File: src/rtl/sct_step_seq.sv
`default_nettype none
// +------------------------------------------------------------------+
// | sct_step_seq: registered step state with LOAD/STEP/RUN/STOP       |
// | command handshake feeding the sct decode stage.   Rev 1.0         |
// +------------------------------------------------------------------+
module sct_step_seq #(
  parameter int PRESCALE = 4,  // enabled cycles between RUN commits, 1..255
  parameter int STATE_W  = 8
) (
  input  logic               clock,
  input  logic               reset_n,
  input  logic               enable,
  input  logic               cmd_valid,
  output logic               cmd_ready,
  input  logic [1:0]         cmd_op,
  input  logic [STATE_W-1:0] cmd_data,
  output logic [STATE_W-1:0] state_q,
  input  logic [STATE_W-1:0] nxt_d,
  output logic               busy,
  output logic               done,
  output logic               err,
  output logic [15:0]        step_cnt
);

  typedef enum logic [1:0] {
    ST_IDLE   = 2'd0,
    ST_SETTLE = 2'd1,
    ST_RUN    = 2'd2
  } fsm_t;

  localparam logic [1:0] c_op_stop = 2'b00;
  localparam logic [1:0] c_op_load = 2'b01;
  localparam logic [1:0] c_op_step = 2'b10;
  localparam logic [1:0] c_op_run  = 2'b11;
  localparam logic [7:0] c_pc_last = 8'(PRESCALE - 1);

  fsm_t               r_fsm;
  logic [7:0]         r_pc;
  logic [STATE_W-1:0] r_state;
  logic [15:0]        r_cnt;
  logic               r_done;
  logic               r_err;

  fsm_t       w_fsm_nxt;
  logic [7:0] w_pc_nxt;
  logic       w_accept;
  logic       w_same;
  logic       w_commit;
  logic       w_load;
  logic       w_done_nxt;
  logic       w_err_nxt;

  assign cmd_ready = enable & ((r_fsm == ST_IDLE) | (r_fsm == ST_RUN));
  assign w_accept  = cmd_valid & cmd_ready;
  assign w_same    = (nxt_d == r_state);

  always_comb begin
    w_fsm_nxt  = r_fsm;
    w_pc_nxt   = r_pc;
    w_commit   = 1'b0;
    w_load     = 1'b0;
    w_done_nxt = 1'b0;
    w_err_nxt  = 1'b0;
    if (enable) begin
      case (r_fsm)
        ST_IDLE: begin
          if (w_accept) begin
            case (cmd_op)
              c_op_load: begin
                w_load     = 1'b1;
                w_done_nxt = 1'b1;
              end
              c_op_step: w_fsm_nxt = ST_SETTLE;
              c_op_run: begin
                w_fsm_nxt = ST_RUN;
                w_pc_nxt  = 8'd0;
              end
              default: ;
            endcase
          end
        end
        ST_SETTLE: begin
          w_commit   = 1'b1;
          w_done_nxt = 1'b1;
          w_fsm_nxt  = ST_IDLE;
        end
        ST_RUN: begin
          // STOP pre-empts a commit due on the same edge
          if (w_accept && (cmd_op == c_op_stop)) begin
            w_fsm_nxt  = ST_IDLE;
            w_done_nxt = 1'b1;
          end else begin
            w_err_nxt = w_accept;
            if (r_pc == c_pc_last) begin
              w_commit = 1'b1;
              w_pc_nxt = 8'd0;
              if (w_same) begin
                w_fsm_nxt  = ST_IDLE;
                w_done_nxt = 1'b1;
              end
            end else begin
              w_pc_nxt = r_pc + 8'd1;
            end
          end
        end
        default: w_fsm_nxt = ST_IDLE;
      endcase
    end
  end

  always_ff @(posedge clock or negedge reset_n) begin
    if (!reset_n) begin
      r_fsm   <= ST_IDLE;
      r_pc    <= 8'd0;
      r_state <= '0;
      r_cnt   <= 16'd0;
      r_done  <= 1'b0;
      r_err   <= 1'b0;
    end else begin
      r_fsm  <= w_fsm_nxt;
      r_pc   <= w_pc_nxt;
      r_done <= w_done_nxt;
      r_err  <= w_err_nxt;
      if (w_load) begin
        r_state <= cmd_data;
        r_cnt   <= 16'd0;
      end else if (w_commit) begin
        r_state <= nxt_d;
        if (!w_same && (r_cnt != 16'hFFFF)) begin
          r_cnt <= r_cnt + 16'd1;
        end
      end
    end
  end

  assign state_q  = r_state;
  assign step_cnt = r_cnt;
  assign busy     = (r_fsm == ST_SETTLE) | (r_fsm == ST_RUN);
  assign done     = r_done;
  assign err      = r_err;

endmodule
`default_nettype wire

File: config.mk
export PLATFORM = sky130hd
export DESIGN_NAME = sct_step_seq
export DESIGN_NICKNAME = d
export VERILOG_FILES = /design/src/rtl/sct_step_seq.sv
export SDC_FILE = /design/constraint.sdc
export NUM_CORES = 1
export LEC_CHECK = 0
export ABC_AREA = 1
export ABC_CLOCK_PERIOD_IN_PS = 1870
export CAP_MARGIN = 20
export CELL_PAD_IN_SITES_DETAIL_PLACEMENT = 1
export CELL_PAD_IN_SITES_GLOBAL_PLACEMENT = 1
export CORE_MARGIN = 3
export CORE_UTILIZATION = 33
export CTS_CLUSTER_DIAMETER = 30
export DETAILED_ROUTE_END_ITERATION = 8
export MAX_ROUTING_LAYER = met4
export PLACE_DENSITY_LB_ADDON = 0.08
export RECOVER_POWER = 100
export SYNTH_ARGS = -nofsm -noshare
export SYNTH_HDL_FRONTEND = slang
export SYNTH_SLANG_ARGS = --single-unit
File: constraint.sdc
create_clock -name clock -period 1.87 [get_ports clock]
set_clock_uncertainty 0.05 [all_clocks]
set_input_delay 0.2805 -clock clock [delete_from_list [all_inputs] [get_ports clock]]
set_output_delay 0.2805 -clock clock [all_outputs]
set_load 0.02 [all_outputs]
==> results.md, run 1 <==
* Drt first pass iters at 4
* TritonCTS Buffers at 5
* Reg2reg setup slack at 0.05 ns
* Vias in the first global route at 2625
* Layout fillers at 909
* Most used DFF post-synth: dfrtp_1
* GP Congestion at about 0.81
* Global-route wire length before repair at 12640 um
* Number of antenna violations at the first check in global routing at 0
* Die height at just over 90 um
* Hold path cells at 1
* Die Wd at 91.90 um
* CTS sink cnt at 36
* Total track usage at 0.1889
* Register Area at approximately 900 um2
* CP max stage delay at 0.41 ns
* Largest delay contributor family on the critical path: simple AND/OR/NAND/NOR gates
* WL/cell at 14.41 um
* Fin Hold WS at 0.4650 ns
* Syn Inst Count at 347
* RSZ-0062 raised after global routing: true
* Clk root buf: clkbuf_8
* R2r endpoint: step_cnt[4]$_DFFE_PN0P_
* Worst Path Arrival at 1.96 ns
* Worst-margin pin slew at roughly 0.95 ns
* CP Buf/Inv Count at 4
* Avg Inst Size Synth at between 7 and 8 um2
* Worst rel slew slack at 0.3665
* R2r startpoint: r_fsm[1]$_DFFE_PN0P_
* Number of cells on the worst reg-to-reg path at 11
* Worst hold path endpoint: r_pc[0]$_DFFE_PN0P_
* Yosys warning count at 0
* GRT Residual Overflow at 0
* Remaining DRCs at 0
* Clock power frac at 0.184
* Critical path class: reg -> reg
* Via count of the routed design at 2575
* Pre-CTS setup slack at -0.07227 ns
* Final worst-path cycle share at 0.9752
* Seq cells post-synth at 36
* Hold Crit Class: reg -> reg
* P_int at 2230 uW
* Routed Antenna Nets at 0
* Static leakage at ~0.0016 uW
* Non-filler cells, final at 528
* Fin. Hold Viols at 0
* Worst path slowest cell: dfrtp_1
* Most used cell, CP: inv_2
* Netlist cell types at 26
* Skew-Pair Late Insertion Delay at 0.30 ns
* Num ports at 50
* Max Cap Viol at 0
* NetSw at around 1600 uW
* Std cell rows at 30
* Total Power at 3814 uW
* Comb pwr share at 0.525
* Via-per-instance ratio at ~4.9
* Crit-path cells: inv_2 > ha_4 > inv_4 > or2_1 > inv_2 > nand2_2 > nor2_4 > clkbuf_16 > nor2_1 > nand3_1 > nand2_1
* Hold_sp: r_pc[0]$_DFFE_PN0P_
* Peak VDD IR at about 0.36 mV
* Number of enable flip-flop cells after synthesis at 0
* Max Fclk at ~0.55 GHz
* # diodes at 0
* Post-synthesis sequential area ratio at 0.3700
* Final #Nets at 459
* Worst setup EP type: flip-flop
* FFs w/ async S/R, synth at 1.000
* Share of layout cells above drive strength 1 at 0.1667
* Core Region at around 7000 um2
* Startpoint Class: flip-flop
* Mapped Area at 2435 um2
* Post-DP HPWL at ~5600 um
* Required time worst endpoint at 2.01 ns
* Longest Clk Path Bufs at 2
* Sequential power share at 0.290
* Final slew viol count at 0
* Starting Density at 0.3487
* PwrDens at about 1100 nW/um2
* Fin crit period at 1.824 ns
* CP max FO at 11
* Placed cells at about 510
* Status: finished, final reports clean
* Number of port buffers at between 40 and 50
* Setup TNS at 0 ns
* Routed WL at 7606 um
* Smallest setup slack after layout at between 0.04 and 0.05 ns
* Switching fraction of total power at 0.4154
* Final Setup Violations at 0
* Syn nets at 375
* Clk slew on worst S/H paths at 0.08 ns
* Multi-input gate area in the final layout at 1410 um2
* Pin count of the biggest net entering global routing at 37
* H-Tree Depth at 2
* Die area at around 8400 um2
* Starting DRT DRC Count at between 50 and 60
* CTS tree: built
* Layout area overhead at 43.37%
==> registers in the layout, indices dropped and copies added (netlist names) <==
name,cells
err,1
r_pc,8
state_q,8
step_cnt,16
done,1
r_fsm,2
==> what timing repair did <==
action                                  CTS  global route
hold buffers                              1             0
buffers inserted                          0             4
gates resized for setup                   7            16
hold endpoints to repair                 36             0
pin swaps                                 1             3
endpoints found under the setup margin   25            33
cloned                                    0             2
==> synth_stat cells (3+ instances only) <==
cell | instances | share of area
nand2_1 | 106 | 0.16
nand3_1 | 45 | 0.092
nor2_1 | 45 | 0.069
dfrtp_1 | 36 | 0.37
inv_1 | 28 | 0.043
nand4_1 | 12 | 0.031
nor3_1 | 10 | 0.021
o21ai_0 | 9 | 0.018
a21oi_1 | 7 | 0.014
ha_1 | 6 | 0.031
xnor2_1 | 5 | 0.018
xor2_1 | 5 | 0.018
buf_2 | 4 | 0.0082
nand3_2 | 4 | 0.016
o21a_1 | 4 | 0.012
inv_2 | 3 | 0.0046
nand2_2 | 3 | 0.0077
==> cell families (layout without fill, tap and decap cells) <==
| kind of cell | after synthesis | count (layout) | share of synthesized area |
|---|---|---|---|
| and+or+nand+nor | 235 | 235 | 0.4450 |
| buffers and inverters | 40 | 125 | 0.07297 |
| adders and majority gates | 6 | 6 | 0.03083 |
| xor gates and xnor gates | 10 | 10 | 0.03597 |
| AOI/OAI and AO/OA | 20 | 20 | 0.04522 |
| DFF | 36 | 36 | 0.3700 |
==> per-stage QoR <==
stage / cell area (um2) / util
after detailed placement: 3251 / 0.4656
after global placement: 3251 / 0.4656
after global routing: 3491 / 0.5000
after CTS: 3383 / 0.4846
final: 3491 / 0.5000
after floorplan: 2435 / -
==> cells in the final DEF, fill, tap and decap left out, types with 2 or more instances in the layout <==
| cell type | Yosys | layout |
|---|---|---|
| a21oi_1 | 7 | 7 |
| nor2_2 | 2 | 3 |
| xnor2_1 | 5 | 5 |
| buf_12 | 0 | 3 |
| dfrtp_1 | 36 | 35 |
| dlygate4sd3_1 | 0 | 12 |
| nand2_4 | 2 | 3 |
| clkbuf_16 | 0 | 2 |
| xor2_1 | 5 | 5 |
| nand2_8 | 2 | 2 |
| ha_1 | 6 | 5 |
| nor2_4 | 1 | 2 |
| o21ai_0 | 9 | 6 |
| nor2_1 | 45 | 43 |
| nand4_1 | 12 | 12 |
| nand3_2 | 4 | 4 |
| o21ai_1 | 0 | 2 |
| o21a_1 | 4 | 4 |
| clkdlybuf4s50_1 | 0 | 35 |
| nor3_1 | 10 | 9 |
| nand2_2 | 3 | 4 |
| nand2_1 | 106 | 104 |
| nor3b_1 | 2 | 2 |
| nand3_1 | 45 | 44 |
| buf_4 | 2 | 29 |
| inv_2 | 3 | 4 |
| clkbuf_8 | 0 | 5 |
| inv_1 | 28 | 26 |
==> power by group through the flow <==
stage	clock network [uW]	registers, uW	logic [uW]
after global placement	0	1110	1830
after floorplan	0	1250	914
final	702	1110	2000
after detailed placement	0	1130	1880
after CTS	726	1110	1890
after global routing	752	1150	2200
==> worst max path at each step <==
stage / from / end / slack [ns] / cells after the start
after floorplan: r_fsm[0]$_DFFE_PN0P_ / step_cnt[3]$_DFFE_PN0P_ / 0.02 / 13
after global placement: enable / cmd_ready / -0.03 / 4
after detailed placement: nxt_d[7] / step_cnt[9]$_DFFE_PN0P_ / -0.07 / 11
after CTS: r_fsm[1]$_DFFE_PN0P_ / step_cnt[9]$_DFFE_PN0P_ / 0.02 / 11
after global routing: r_fsm[1]$_DFFE_PN0P_ / step_cnt[2]$_DFFE_PN0P_ / -0.06 / 11
final: r_fsm[1]$_DFFE_PN0P_ / step_cnt[4]$_DFFE_PN0P_ / 0.05 / 11
==> area by class of cell <==
type                            count  share of cell area
Timing Repair Buffer               85              0.2373
Multi-Input combinational cell    271              0.4039
Tap cell                           96             0.03441
Inverter                           32             0.03513
Clock inverter                      2             0.01004
Clock buffer                        6             0.02079
Sequential cell                    36              0.2584
==> metal layers <==
| layer | track usage | routed length, um | up-vias |
|---|---|---|---|
| met1 | 0.2356 | 3566 | 1239 |
| met3 | 0.03281 | 213 | 7 |
| met4 | 0.04827 | 92 | 0 |
| li1 | - | - | 1289 |
| met5 | - | 0 | - |
| met2 | 0.3181 | 3733 | 40 |
Power figures use the tool's default switching activity.
==> run 2, diff against run 1 <==
--- a/config.mk
+++ b/config.mk
@@ -11,7 +11,8 @@
 export CELL_PAD_IN_SITES_DETAIL_PLACEMENT = 1
 export CELL_PAD_IN_SITES_GLOBAL_PLACEMENT = 1
 export CORE_MARGIN = 3
-export CORE_UTILIZATION = 33
+export CORE_UTILIZATION = 34
+export CTS_BUF_LIST = sky130_fd_sc_hd__clkbuf_4 sky130_fd_sc_hd__clkbuf_8
 export CTS_CLUSTER_DIAMETER = 30
 export DETAILED_ROUTE_END_ITERATION = 8
 export MAX_ROUTING_LAYER = met4
==> run 2 against run 1 <==
  * Combinational power about the same
  * Design area rose by 0.97%
  * Largest cell class unchanged
  * Sequential share of layout area decreased by 0.28 points
  * Core utilization up 1.3 points
  * Non-clock buffer count increased by 5
  * Die area shrank 2.7%
  * Register-to-register slack about the same
  * Setup slack got worse by 0.0072 ns
  * Critical endpoint unchanged
  * Total power rose by 0.73%
  * Sequential power is essentially flat
  * Fmax decreased by 0.39%
  * Highest routed layer unchanged
  * Final cell count increased by 0.95%
==> results.md, run 2 (same netlist as run 1, synthesis figures left out) <==
* Die area at 8213 um2 (-2.7%)
* Number of port buffers at 49 (unchanged)
* Clock power frac at 0.186 (+0.002)
* Routed WL at 7801 um (+2.6%)
* Via-per-instance ratio at 4.889 (+0.25%)
* Worst setup EP type: flip-flop
* GRT Residual Overflow at 0 (unchanged)
* Clk root buf: clkbuf_8
* Most used cell, CP: inv_2
* Startpoint Class: flip-flop
* Worst path slowest cell: dfrtp_1
* Pin count of the biggest net entering global routing at 24 (-35%)
* H-Tree Depth at 2 (unchanged)
* Final worst-path cycle share at 0.9791 (+0.003852)
* Peak VDD IR at 0.3497 mV (-4.0%)
* Routed Antenna Nets at 0 (unchanged)
* Commonest non-fill, non-tap cell in the layout: nand2_1
* Core Region at 6869 um2 (-1.6%)
* Non-filler cells, final at 533 (+0.95%)
* Clk slew on worst S/H paths at 0.08 ns (about the same)
* Number of cells on the worst reg-to-reg path at 11 (unchanged)
* # diodes at 0 (unchanged)
* Remaining DRCs at 0 (unchanged)
* CTS tree: built
* NetSw at 1597 uW (+0.81%)
* PwrDens at 1090 nW/um2 (-0.23%)
* Final Setup Violations at 0 (unchanged)
* P_int at 2245 uW (+0.68%)
* Fin crit period at 1.831 ns (+0.007202 ns)
* Global-route wire length before repair at 12810 um (+1.4%)
* Starting Density at 0.3545 (+0.005717)
* R2r endpoint: step_cnt[4]$_DFFE_PN0P_
* Vias in the first global route at 2752 (+4.8%)
* Worst Path Arrival at 1.97 ns (about the same)
* Placed cells at 515 (+0.39%)
* Total track usage at 0.1922 (+0.003304)
* WL/cell at 14.64 um (+1.6%)
* Max FFs per register at 16 (unchanged)
* Switching fraction of total power at 0.4157 (about the same)
* Static leakage at 0.001595 uW (+0.28%)
* Via count of the routed design at 2606 (+1.2%)
* Post-layout util at 0.5131 (+0.01311)
* Most frequent cells in the layout: nand2_1, nand3_1, nor2_1, clkdlybuf4s50_1, dfrtp_1
* Final slew viol count at 0 (unchanged)
* Num ports at 50 (unchanged)
* Std cell rows at 30 (unchanged)
* Reg2reg setup slack at 0.04 ns (about the same)
* Layout fillers at 879 (-3.3%)
* Max Fclk at 0.5462 GHz (-0.39%)
* Drt first pass iters at 4 (unchanged)
* End of the critical path: step_cnt[4]$_DFFE_PN0P_
* Max Cap Viol at 0 (unchanged)
* Worst-margin pin slew at 0.6031 ns (-0.3470 ns)
* Critical path class: reg -> reg
* Final #Nets at 464 (+1.1%)
* Starting DRT DRC Count at 74 (+28%)
* Required time worst endpoint at 2.01 ns (about the same)
* Share of layout cells above drive strength 1 at 0.1693 (+0.002670)
* Worst Setup SP: r_fsm[1]$_DFFE_PN0P_
* Fin. Hold Viols at 0 (unchanged)
* GP Congestion at 0.7962 (-2.3%)
* R2r startpoint: r_fsm[1]$_DFFE_PN0P_
* Critical path depth at 11 (unchanged)
* CP max stage delay at 0.40 ns (about the same)
* Layout area overhead at 44.76%
* Hold Crit Class: reg -> reg
* CP max FO at 6 (-5)
* CP Buf/Inv Count at 4 (unchanged)
* Skew-Pair Late Insertion Delay at 0.30 ns (about the same)
* TritonCTS Buffers at 5 (unchanged)
* Crit-path cells: inv_2 > ha_4 > inv_4 > or2_1 > inv_2 > nand2_2 > nor2_4 > clkbuf_16 > nor2_1 > nand3_1 > nand2_1
* Die height at 90.63 um (-1.4%)
* Worst rel slew slack at 0.5979 (+0.2314)
* Comb pwr share at 0.524 (about the same)
* Longest Clk Path Bufs at 2 (unchanged)
* Design Area, Final at 3525 um2 (+0.97%)
* Total Power at 3842 uW (+0.73%)
* Post-DP HPWL at 5718 um (+1.9%)
* Largest delay contributor family on the critical path: simple AND/OR/NAND/NOR gates
* Number of antenna violations at the first check in global routing at 0 (unchanged)
* Sequential power share at 0.291 (about the same)
* RSZ-0062 raised after global routing: true
* Status: finished, final reports clean
* Area after DPL at 3241 um2 (-0.31%)
* Hold_sp: r_pc[0]$_DFFE_PN0P_
* Die Wd at 90.63 um (-1.4%)
* CTS sink cnt at 36 (unchanged)
-- run 2: changes by cell type in the layout (fill, tap and decap cells not counted), sizes merged --
cell / previous run / this run
clkdlybuf4s15: 1 / 0
clkinvlp: 0 / 1
clkdlybuf4s50: 35 / 43
buf: 33 / 36
dlygate4sd3: 12 / 4
dlygate4sd2: 1 / 2
clkbuf: 9 / 10
-- run 2: layer usage --
metal | routed length [um] | up-vias | part of all wire | global-route usage
met3 | 306 | 8 | 0.039 | 0.03500
met4 | 49 | 0 | 0.0063 | 0.05357
met2 | 3768 | 47 | 0.48 | 0.3200
met5 | 0 | - | 0 | -
li1 | - | 1295 | - | -
met1 | 3676 | 1256 | 0.47 | 0.2392
-- run 2: power by group through the flow --
stage | registers (uW) | clock network [uW] | logic [uW]
after detailed placement | 1130 | 0 | 1840
after global routing | 1150 | 764 | 2220
after floorplan | 1250 | 0 | 914
after global placement | 1120 | 0 | 1800
after CTS | 1120 | 727 | 1860
final | 1120 | 713 | 2010
-- run 2: worst min path at each step --
stage / endpoint / slack, ns / cells past startpoint
floorplan: done$_DFF_PN0_ / -0.07 / 0
global placement: r_fsm[0]$_DFFE_PN0P_ / 0.26 / 1
detailed placement: r_fsm[0]$_DFFE_PN0P_ / 0.26 / 1
CTS: r_pc[0]$_DFFE_PN0P_ / 0.46 / 1
global route: r_pc[0]$_DFFE_PN0P_ / 0.50 / 1
finish: r_pc[0]$_DFFE_PN0P_ / 0.46 / 1
-- run 2: worst register-to-register path, cell delays in order (launching register included) --
cell and delay (ns):
dfrtp_1 0.40, inv_2 0.09, ha_4 0.17, inv_4 0.04, or2_1 0.21, inv_2 0.09
nand2_2 0.07, nor2_4 0.24, clkbuf_16 0.21, nor2_1 0.04, nand3_1 0.07, nand2_1 0.05
-- run 2: through the flow --
| stage | setup TNS, ns | worst slack, ns | hold slack [ns] |
|---|---|---|---|
| floorplan | 0 | 0.02448 | -0.06509 |
| global placement | -0.03776 | -0.03025 | 0.2572 |
| detailed placement | -1.794 | -0.09095 | 0.2573 |
| CTS | 0 | 0.006642 | 0.4650 |
| global route | -1.143 | -0.06277 | 0.5037 |
| finish | 0 | 0.03914 | 0.4589 |
-- run 2: area by class of cell --
cell class / instances / area (um2) / area share
timing repair buffer: 90 / 857.1 / 0.2432
tap: 96 / 120.1 / 0.03408
clock inverter: 3 / 42.54 / 0.01207
multi-input combinational: 271 / 1413 / 0.4008
clock buffer: 5 / 68.82 / 0.01952
sequential: 36 / 900.9 / 0.2556
inverter: 32 / 122.6 / 0.03479
-- run 2: repair_timing --
action | in CTS | in global routing
hold endpoints to repair | 19 | 0
cloned | 0 | 3
hold buffers | 1 | 0
pin swaps | 2 | 11
buffers inserted | 0 | 6
setup endpoints to repair | 27 | 29
resized for setup | 5 | 18
==> run 3, diff against run 2 <==
--- a/config.mk
+++ b/config.mk
@@ -15,9 +15,10 @@
 export CTS_BUF_LIST = sky130_fd_sc_hd__clkbuf_4 sky130_fd_sc_hd__clkbuf_8
 export CTS_CLUSTER_DIAMETER = 30
 export DETAILED_ROUTE_END_ITERATION = 8
+export GPL_TIMING_DRIVEN = 1
 export MAX_ROUTING_LAYER = met4
 export PLACE_DENSITY_LB_ADDON = 0.08
-export RECOVER_POWER = 100
+export RECOVER_POWER = 25
 export SYNTH_ARGS = -nofsm -noshare
 export SYNTH_HDL_FRONTEND = slang
 export SYNTH_SLANG_ARGS = --single-unit
==> run 3 against run 2 <==
  * Count of clock-buffer cells in the layout is the same
  * Via count grew 0.19%
  * Sequential share of layout area is essentially flat
  * Total power is essentially flat
  * Routed wire length shrank 0.21%
  * Critical path depth is the same
  * Sequential power is essentially flat
  * Global-route usage is the same
  * Flip-flop and latch count is the same
  * Die area is the same
  * Clock power shrank 0.8%
  * First-iteration DRC count shrank 4.1%
==> results.md, run 3 (same netlist as run 1, synthesis figures left out) <==
* Required time worst endpoint at 2.00 ns (about the same)
* Hold_sp: r_pc[0]$_DFFE_PN0P_
* Clk root buf: clkbuf_8
* Max Fclk at 0.5460 GHz (about the same)
* Number of cells on the worst reg-to-reg path at 11 (unchanged)
* Vias in the first global route at 2752 (unchanged)
* Layout area overhead at 44.91%
* Drt first pass iters at 4 (unchanged)
* R2r endpoint: step_cnt[4]$_DFFE_PN0P_
* Worst Path Arrival at 1.96 ns (about the same)
* Number of antenna violations at the first check in global routing at 0 (unchanged)
* Final #Nets at 464 (unchanged)
* Max Cap Viol at 0 (unchanged)
* Routed Antenna Nets at 0 (unchanged)
* Post-DP HPWL at 5718 um (unchanged)
* Post-layout util at 0.5137 (+0.0005460)
* GRT Residual Overflow at 0 (unchanged)
* CP max FO at 6 (unchanged)
* PwrDens at 1090 nW/um2 (about the same)
* Commonest non-fill, non-tap cell in the layout: nand2_1
* H-Tree Depth at 2 (unchanged)
* Die Wd at 90.63 um (unchanged)
* Layout fillers at 879 (unchanged)
* Final slew viol count at 0 (unchanged)
* Std cell rows at 30 (unchanged)
* # diodes at 0 (unchanged)
* Startpoint Class: flip-flop
* Status: finished, final reports clean
* Die area at 8213 um2 (unchanged)
* Fin crit period at 1.831 ns (+0.0005811 ns)
* TritonCTS Buffers at 5 (unchanged)
* Clk slew on worst S/H paths at 0.08 ns (about the same)
* Routed WL at 7785 um (-0.21%)
* R2r startpoint: r_fsm[1]$_DFFE_PN0P_
* WL/cell at 14.61 um (-0.21%)
* Remaining DRCs at 0 (unchanged)
* Worst hold path endpoint: r_pc[0]$_DFFE_PN0P_
* Via-per-instance ratio at 4.899 (+0.19%)
* GP Congestion at 0.7962 (unchanged)
* Final worst-path cycle share at 0.9794 (about the same)
* Static leakage at 0.001591 uW (-0.25%)
* Num ports at 50 (unchanged)
* Total track usage at 0.1922 (unchanged)
* Global-route wire length before repair at 12810 um (unchanged)
* Final Setup Violations at 0 (unchanged)
* Die height at 90.63 um (unchanged)
* Starting Density at 0.3545 (unchanged)
* Hold Crit Class: reg -> reg
* RSZ-0062 raised after global routing: true
* Worst setup EP type: flip-flop
* Worst rel slew slack at 0.5919 (-0.006043)
* Share of layout cells above drive strength 1 at 0.1716 (+0.002288)
* Core Region at 6869 um2 (unchanged)
* Setup TNS at 0 ns (unchanged)
* Via count of the routed design at 2611 (+0.19%)
* CTS sink cnt at 36 (unchanged)
* Reg2reg setup slack at 0.04 ns (about the same)
* Starting DRT DRC Count at 71 (-4.1%)
* Fin. Hold Viols at 0 (unchanged)
* Longest Clk Path Bufs at 2 (unchanged)
* Critical path class: reg -> reg
* Most frequent cells in the layout: nand2_1, clkdlybuf4s50_1, nand3_1
* CTS tree: built
* Skew-Pair Late Insertion Delay at 0.29 ns (about the same)
* Hold path cells at 1 (unchanged)
* Worst-margin pin slew at 0.6122 ns (+0.009064 ns)
* Peak VDD IR at 0.3497 mV (about the same)
* Number of port buffers at 49 (unchanged)
* Pin count of the biggest net entering global routing at 24 (unchanged)
* Max FFs per register at 16 (unchanged)
[run 3: cell types whose count changed in the layout (fill, tap and decap cells not counted)]
cell,before,now
clkdlybuf4s50_1,43,46
dlygate4sd3_1,4,1
buf_4,31,32
clkbuf_1,2,1
[run 3: worst max-delay path by stage]
stage | startpoint | endpoint | cells after the start
finish | r_fsm[1]$_DFFE_PN0P_ | step_cnt[4]$_DFFE_PN0P_ | 11
global route | r_fsm[1]$_DFFE_PN0P_ | step_cnt[4]$_DFFE_PN0P_ | 11
CTS | r_fsm[1]$_DFFE_PN0P_ | step_cnt[13]$_DFFE_PN0P_ | 11
detailed placement | enable | cmd_ready | 4
global placement | enable | cmd_ready | 4
floorplan | r_fsm[0]$_DFFE_PN0P_ | step_cnt[3]$_DFFE_PN0P_ | 13
[run 3: per-layer routing]
| metal | wire, um | vias up | part of all wire | global-route usage |
|---|---|---|---|---|
| met1 | 3657 | 1259 | 0.47 | 0.2392 |
| met4 | 54 | 0 | 0.0069 | 0.05357 |
| met2 | 3768 | 50 | 0.48 | 0.3200 |
| met3 | 304 | 7 | 0.039 | 0.03500 |
| met5 | 0 | - | 0 | - |
| li1 | - | 1295 | - | - |
[run 3: power by group]
part,switching [uW],leakage [uW],internal [uW]
Combinational,1110,0.00105,914
Clock,312,0.0000541,395
Sequential,175,0.000484,943
[run 3: critical path: stages (launching register included)]
cell	delay, ns
dfrtp_1	0.40
inv_2	0.09
ha_4	0.17
inv_4	0.04
or2_1	0.21
inv_2	0.09
nand2_2	0.07
nor2_4	0.24
clkbuf_16	0.20
nor2_1	0.04
nand3_1	0.07
nand2_1	0.05
[run 3: final cells by class]
class,instances,area (um2),area share
inverter,32,122.6,0.03475
timing repair buffer,90,860.8,0.2440
sequential,36,900.9,0.2553
multi-input combinational,271,1413,0.4004
tap,96,120.1,0.03404
clock buffer,5,68.82,0.01950
clock inverter,3,42.54,0.01206
[run 3: metrics by stage]
step	instances	power [uW]	hold WS [ns]	setup slack (ns)	area, um2
detailed placement	515	2976	0.2573	-0.09095	3241
CTS	524	3699	0.4650	0.006642	3374
global placement	515	2921	0.2572	-0.03025	3241
finish	533	3846	0.4589	0.03856	3528
global route	533	4140	0.5037	-0.06277	3528
floorplan	347	2168	-0.06509	0.02448	2435
[run 3: repair_timing]
item	4_1_cts	5_1_grt
hold endpoints to repair	19	0
setup endpoints to repair	27	29
hold buffers	1	0
gates cloned	0	3
pin swaps	2	11
resized for setup	5	18
buffers inserted	0	6
